<file path="config.mk">
export PLATFORM = sky130hd
export DESIGN_NAME = fetch_stage
export DESIGN_NICKNAME = d
export VERILOG_FILES = /design/src/rtl/fetch_stage.sv
export SDC_FILE = /design/constraint.sdc
export NUM_CORES = 1
export LEC_CHECK = 0
export CELL_PAD_IN_SITES_DETAIL_PLACEMENT = 0
export CELL_PAD_IN_SITES_GLOBAL_PLACEMENT = 1
export CORE_MARGIN = 2
export CORE_UTILIZATION = 28
export CTS_BUF_LIST = sky130_fd_sc_hd__clkbuf_8
export CTS_CLUSTER_DIAMETER = 150
export DETAILED_ROUTE_END_ITERATION = 6
export GPL_ROUTABILITY_DRIVEN = 0
export PLACE_DENSITY = 0.92
export SKIP_CTS_REPAIR_TIMING = 1
export SLEW_MARGIN = 15
export SYNTH_ARGS = -nofsm -noshare
export SYNTH_HDL_FRONTEND = slang
export SYNTH_SLANG_ARGS = --single-unit
</file>
<file path="constraint.sdc">
create_clock -name clk -period 2.45 [get_ports clk]
set_clock_uncertainty 0.05 [all_clocks]
set_input_delay 0.49 -clock clk [delete_from_list [all_inputs] [get_ports clk]]
set_output_delay 0.49 -clock clk [all_outputs]
set_load 0.01 [all_outputs]
</file>
<file path="src/rtl/fetch_stage.sv">
// Instruction fetch stage: PC register, next-PC selection, IF/ID pipeline
// register and a two-state RUN/HALTED fetch FSM.
// Optional performance counters are built only when FETCH_PERF_CNT_EN is
// defined; otherwise the counter ports are tied to zero.
module fetch_stage #(
   parameter logic [31:0] RESET_PC  = 32'h0000_0000,
   parameter logic [31:0] HALT_WORD = 32'hFFFF_FFFF
) (
   input  logic        clk,
   input  logic        reset,
   input  logic        pc_enable,
   input  logic        instr_enable,
   input  logic        pc_src,
   input  logic        jumpD,
   input  logic [31:0] branch_target,
   input  logic [31:0] jump_target,
   input  logic [31:0] instr_mem_data,
   output logic [31:0] pc_out,
   output logic [31:0] instrD,
   output logic [31:0] pc_plus4D,
   output logic        validD,
   output logic        halted,
   output logic [31:0] stall_cnt,
   output logic [31:0] flush_cnt,
   output logic [31:0] fetch_cnt
);

   typedef enum logic {
      RUN    = 1'b0,
      HALTED = 1'b1
   } state_t;

   state_t      state;
   state_t      state_next;
   logic [31:0] pc_next;
   logic [31:0] pc_plus4;
   logic        redirect;
   logic        in_run;
   logic        do_flush;
   logic        do_load;
   logic        halt_load;

   // Redirects in decode squash whatever is being fetched this cycle; a
   // HALT_WORD only stops fetch when it is actually captured into IF/ID.
   assign pc_plus4  = pc_out + 32'd4;
   assign redirect  = pc_src | jumpD;
   assign in_run    = (state == RUN);
   assign do_flush  = in_run && instr_enable && redirect;
   assign do_load   = in_run && instr_enable && !redirect;
   assign halt_load = do_load && (instr_mem_data == HALT_WORD);
   assign halted    = (state == HALTED);

   // FSM state register
   always_ff @(posedge clk) begin
      if (reset) begin
         state <= RUN;
      end else begin
         state <= state_next;
      end
   end

   // FSM next state: HALTED is left only through reset
   always_comb begin
      state_next = state;
      if (in_run && halt_load) begin
         state_next = HALTED;
      end
   end

   // Next-PC select; the PC also holds on the halting edge so it stays at the HALT_WORD address
   always_comb begin
      pc_next = pc_out;
      if (!in_run || !pc_enable || halt_load) begin
         pc_next = pc_out;
      end else if (jumpD) begin
         pc_next = jump_target;
      end else if (pc_src) begin
         pc_next = branch_target;
      end else begin
         pc_next = pc_plus4;
      end
   end

   // PC register
   always_ff @(posedge clk) begin
      if (reset) begin
         pc_out <= RESET_PC;
      end else begin
         pc_out <= pc_next;
      end
   end

   // IF/ID register: hold, then bubble in HALTED, then flush, then load
   always_ff @(posedge clk) begin
      if (reset) begin
         instrD    <= 32'h0;
         pc_plus4D <= 32'h0;
         validD    <= 1'b0;
      end else if (!instr_enable) begin
         instrD    <= instrD;
         pc_plus4D <= pc_plus4D;
         validD    <= validD;
      end else if (!in_run || do_flush) begin
         instrD    <= 32'h0;
         pc_plus4D <= 32'h0;
         validD    <= 1'b0;
      end else begin
         instrD    <= instr_mem_data;
         pc_plus4D <= pc_plus4;
         validD    <= 1'b1;
      end
   end

`ifdef FETCH_PERF_CNT_EN
   // Performance counters: stalls in RUN, flush cycles and real loads; all wrap at 2^32
   always_ff @(posedge clk) begin
      if (reset) begin
         stall_cnt <= 32'h0;
         flush_cnt <= 32'h0;
         fetch_cnt <= 32'h0;
      end else begin
         if (in_run && !pc_enable) begin
            stall_cnt <= stall_cnt + 32'd1;
         end
         if (do_flush) begin
            flush_cnt <= flush_cnt + 32'd1;
         end
         if (do_load) begin
            fetch_cnt <= fetch_cnt + 32'd1;
         end
      end
   end
`else
   assign stall_cnt = 32'h0;
   assign flush_cnt = 32'h0;
   assign fetch_cnt = 32'h0;
`endif

endmodule

</file>
==> impl_results.md <==
* Initial DRT Pass Iterations at 5
* Drt drc at 0
* CTS Sinks at 98
* FP Rows at around 50
* I/O pin count at slightly below 300
* Routed WL at between 20000 and 25000 um
* Max-cap viol count at 0
* Core Util, Final at 0.4051
* TritonCTS clock tree: yes
* Nets at 994
* CP peak stage delay at around 0.55 ns
* Crit path launch type: flip-flop
* Setup Viol. Count Final at 0
* Die area at ~0.021 mm^2
* Clk root buf: clkbuf_8
* Fin. Hold Viols at 0
* Final Max Slew Viols at 0
* Pre-CTS setup slack at -0.1725 ns
* FMAX at around 440 MHz
* DR vias/cell at 4.911
* RSZ-0062 raised after global routing: false
* Post-synthesis sequential area ratio at 0.3560
* Global-route wire length before repair at 30100 um
* WP data arrival at 2.48 ns
* Placed cell count at between 1000 and 1500
* Die Span Y at about 140 um
* Post-route ant nets at 0
* YS warnings at 0
* Dpl hpwl at ~15000 um
* Pwr dens at around 440 mW/mm^2
* Cts bufs inserted at 9
* Largest net degree at the start of global routing at 76
* Cell Area, Placed at around 0.0077 mm^2
* Cell breakdown of the critical path: nand4_2, or3_1, buf_4, o31a_1, o21ai_0, a21oi_1
* H-tree Lvls at 3
* Final Worst Setup Slack at 0.1856 ns
* Port bufs at a little under 200
* Layout area overhead at 42.57%
* Slowest cell on the critical path: or3_1
* Cells after synthesis at ~700
* Avg WL per Cell at 17.60 um
* Crit end category: flip-flop
* Antenna violations before repair at 0
* Initial Utilization at 0.2841
* Tightest Hold Check Type: in2reg
* Req. time, crit path at 2.67 ns
* Post-Layout Cell Count at 1161
* DRT iter0 DRCs at roughly 360
* Layout cells sized above 1 at 0.08259
* Netlist Area Pre-Place at 0.005512 mm^2
* EDFF count, synth at 0
* Synth Flop Type: dfxtp_1
* Synthesized area per cell at 8.023 um^2
* Core area at around 0.019 mm^2
* Clk_lat worst skew at 0.38 ns
* Peak supply drop at between 0.0002 and 0.0003 V
* Critical Path Fanout Max at 8
* Fin area at ~0.0079 mm^2
* Async SR Flop Fraction at 0
* Total track usage at 0.1895
* Fill count at between 2000 and 2500
* Leakage power at between 2 and 3 nW
* Congestion Overflow GR at 0
* Via count at 5702
* Post-synthesis sequential element count at around 100
* Synth unique cells at between 50 and 60
* Most frequent cells in the layout: 198 x clkdlybuf4s50_1, 98 x dfxtp_1, 96 x conb_1
* Max clock buf depth at 2
* WS Path Type: reg2reg
* Final worst path period share at 0.9242
* Most common cell after layout, fill and taps aside: clkdlybuf4s50_1
* Status: finished, final reports clean
* Vias in the first global route at 5349
* Min Tclk post-route at 2.264 ns
* Die X-Extent at approximately 140 um
* Reg2Reg Setup Slack at ~0.19 ns
* Antenna diode count at 0
* Reg clk slew, reported paths at approximately 0.10 ns
-- cell usage after synthesis (7+ instances only) --
library cell | n | area share
a22oi_1 | 52 | 0.071
buf_4 | 96 | 0.13
clkbuf_1 | 46 | 0.031
nor4_1 | 16 | 0.018
xor2_1 | 11 | 0.017
o32ai_1 | 7 | 0.011
nand3_1 | 14 | 0.013
nand4_1 | 14 | 0.016
inv_1 | 13 | 0.0089
o21ai_0 | 39 | 0.035
o211ai_1 | 10 | 0.014
a211oi_1 | 7 | 0.0095
nor2_1 | 76 | 0.052
dfxtp_1 | 98 | 0.36
a21oi_1 | 52 | 0.047
o31a_1 | 9 | 0.014
o31ai_1 | 7 | 0.0095
nand2_1 | 32 | 0.022
-- logic make-up (layout without fill, tap and decap cells) --
group	count (synthesis)	after routing	synth area share
xor gates and xnor gates	16	16	0.02542
and+or+nand+nor	188	188	0.1700
AOI/OAI and AO/OA	217	217	0.2636
DFF	98	98	0.3560
other	1	96	0.0006804
buffers and inverters	164	278	0.1784
muxes	2	2	0.003632
adders and majority gates	1	1	0.002270
-- critical path, delay by kind of cell (launching register included) --
| family | cells | cell delay (ns) |
|---|---|---|
| buf+inv | 1 | 0.21 |
| compound gates | 3 | 0.58 |
| flops | 1 | 0.49 |
| simple gates | 2 | 0.82 |
-- final cells by class --
type                            count  area [um^2]  share of cell area
Clock inverter                      6        33.78            0.004299
Tap cell                          265        331.6             0.04220
Clock buffer                       10        137.6             0.01752
Sequential cell                    98         1962              0.2497
Inverter                           15        56.30            0.007166
Timing Repair Buffer              247         2400              0.3054
Multi-Input combinational cell    520         2937              0.3737
-- sequential cells by signal, summed over array words and instances, names as in the netlist --
signal	count
halted	1
validD	1
pc_out	32
pc_plus4D	32
instrD	32
-- path summary, 6_finish.rpt --
kind                      start       endpoint  cells past startpoint
hold / removal            reset     pc_out[30]                      2
setup reg to reg     pc_out[11]  pc_plus4D[29]                      6
setup / recovery     pc_out[11]  pc_plus4D[29]                      6
hold reg to reg   pc_plus4D[21]  pc_plus4D[21]                      2
-- power breakdown --
| part | switching, mW | internal (mW) |
|---|---|---|
| sequential | 0.0720 | 1.65 |
| combinational | 0.387 | 0.379 |
| clock | 0.607 | 0.389 |
| total | 1.07 | 2.42 |
-- metrics by stage --
step	power [mW]	hold WS, ns	setup TNS (ns)
CTS	3.510	0.3913	0
floorplan	2.193	0.4358	0
detailed placement	2.520	0.4033	-3.377
global route	3.649	0.3910	0
global placement	2.514	0.4012	-3.622
finish	3.482	0.3987	0
-- metal layers --
| metal | up-vias | global-route usage | wire [um] |
|---|---|---|---|
| li1 | 2711 | - | - |
| met1 | 2698 | 0.2583 | 9007 |
| met2 | 263 | 0.3011 | 9450 |
| met3 | 30 | 0.04073 | 1493 |
| met4 | 0 | 0.05621 | 480 |
| met5 | - | 0 | 0 |
Power figures use the tool's default switching activity.
==> edit: new RTL, same settings <==
Add an input register stage for `branch_target` and `jump_target`, without a reset; this delays them by one clock. The other inputs are not delayed to match.
--- a/src/rtl/fetch_stage.sv
+++ b/src/rtl/fetch_stage.sv
@@ -29,6 +29,14 @@
       RUN    = 1'b0,
       HALTED = 1'b1
    } state_t;
+
+   logic [31:0] branch_target_q;
+   logic [31:0] jump_target_q;
+
+   always_ff @(posedge clk) begin
+      branch_target_q <= branch_target;
+      jump_target_q   <= jump_target;
+   end
 
    state_t      state;
    state_t      state_next;
@@ -73,9 +81,9 @@
       if (!in_run || !pc_enable || halt_load) begin
          pc_next = pc_out;
       end else if (jumpD) begin
-         pc_next = jump_target;
+         pc_next = jump_target_q;
       end else if (pc_src) begin
-         pc_next = branch_target;
+         pc_next = branch_target_q;
       end else begin
          pc_next = pc_plus4;
       end
Check against the original RTL: not equivalent (a bounded check fails within 4 cycles, from zero or initial values and one cycle with reset high).
==> edit against the original RTL <==
  * Area after synthesis grew 26%
  * Wire length is 8.8% higher
  * Clock power up 97%
  * Total power is 60% higher
  * Utilization decreased by 1.5 points
  * Cell area grew 21%
  * Worst setup slack improved by 0.027 ns
  * Count of clock-buffer cells in the layout increased by 8
  * Sequential cell count rose by 64
  * Sequential share of layout area increased by 9.3 points
  * Sequential power is 64% higher
  * Non-clock buffer count down 6
  * Synthesized cell count grew 13%
  * Die area grew 25%
  * Critical path type is now reg2out
==> edit: results (changes against the original RTL) <==
\begin{tabular}{lr}
\hline
Metric & Value \\
\hline
\multicolumn{2}{l}{\textbf{Logic synthesis}} \\
\quad Number of library cell types mapped by synthesis & 55 (was 53) \\
\multicolumn{2}{l}{\textbf{Setup path}} \\
\quad Crit Reg-Reg Startpoint & pc\_out[6] (was pc\_out[11]) \\
\quad Setup slack on the worst flop-to-flop path & 0.24 ns (was 0.19 ns) \\
\quad Critical Path Fanout Max & 7 (was 8) \\
\quad R2r endpoint & pc\_out[30] (was pc\_plus4D[29]) \\
\quad Data arrival time of the worst path & 1.70 ns (was 2.48 ns) \\
\quad Top delay family on crit path & buffers and inverters (was simple AND/OR/NAND/NOR gates) \\
\quad Critical Path Source & pc\_out[14] (was pc\_out[11]) \\
\multicolumn{2}{l}{\textbf{Placement}} \\
\quad DPL Wire Length & 16100 microns (was 15300 microns) \\
\quad Placement-stage worst setup slack & -0.184 ns (was -0.173 ns) \\
\multicolumn{2}{l}{\textbf{Detailed routing}} \\
\quad WL met1 & 9560 microns (was 9010 microns) \\
\quad First-pass iteration count of the detailed router & 6 (was 5) \\
\quad Number of DRC violations after detailed-routing iteration 0 & 532 (was 364) \\
\quad Routed wire length & 22200 microns (was 20400 microns) \\
\multicolumn{2}{l}{\textbf{Cells and area}} \\
\quad Total of plain and repair buffers excluding clock buffers & 241 (was 247) \\
\quad Final-stage net count & 1085 (was 994) \\
\quad Area of the multi-input gates & 0.00303 sq mm (was 0.00294 sq mm) \\
\quad Clock buffer instance count of the final layout & 18 (was 10) \\
\quad Clock buf/inv share & 0.0405 (was 0.0218) \\
\quad Seq Cell Count & 162 (was 98) \\
\multicolumn{2}{l}{\textbf{Clock network}} \\
\quad Number of buffers added by the clock tree synthesis step & 17 (was 9) \\
\multicolumn{2}{l}{\textbf{Hold path}} \\
\quad End point of the worst hold path & jump\_target\_q[22] (was pc\_out[30]) \\
\quad Worst Hold Launch & jump\_target[22] (was reset) \\
\multicolumn{2}{l}{\textbf{STA}} \\
\quad Min Tclk post-route & 2.24 ns (was 2.26 ns) \\
\multicolumn{2}{l}{\textbf{Run status}} \\
\quad Run status & complete, no violations (unchanged) \\
\multicolumn{2}{l}{\textbf{Pwr}} \\
\quad Flop+latch power & 2820 uW (was 1720 uW) \\
\quad Clock network power consumption & 1960 uW (was 996 uW) \\
\quad Total power & 5560 uW (was 3480 uW) \\
\quad Leakage power total & 0.00350 uW (was 0.00286 uW) \\
\multicolumn{2}{l}{\textbf{Global route}} \\
\quad Met2 demand-to-capacity share in global routing & 0.275 (was 0.301) \\
\quad Met1 usage & 0.211 (was 0.258) \\
\quad Pin count of the biggest net entering global routing & 90 (was 76) \\
\hline
\end{tabular}
==> edit: changes by cell type in the layout (fill, tap and decap cells not counted), moves of 8 or more <==
cell,change
o21ai_1,+17
o211ai_1,-9
o21a_1,+13
dfxtp_1,+64
a21oi_1,+12
a22oi_1,-8
nor2_1,-8
clkbuf_8,+8
==> edit: cells by family (layout without fill, tap and decap cells) <==
logic type | Yosys count | in the layout | synth area share
XOR/XNOR | 11 | 11 | 0.0139
AND/OR/NAND/NOR | 203 | 203 | 0.150
AO/OA/AOI/OAI | 231 | 231 | 0.217
flip-flops | 162 | 162 | 0.468
adder cells (fa/ha/maj) | 1 | 1 | 0.00180
other | 1 | 96 | 0.000541
buffers and inverters | 166 | 288 | 0.146
multiplexers | 2 | 2 | 0.00289
==> edit: per-stage QoR <==
step                      hold WS [ns]  TNS, ns
after global placement           0.400    -4.17
final                            0.411        0
after detailed placement         0.406    -3.59
after CTS                        0.390        0
after global routing             0.381        0
after floorplan                  0.436        0
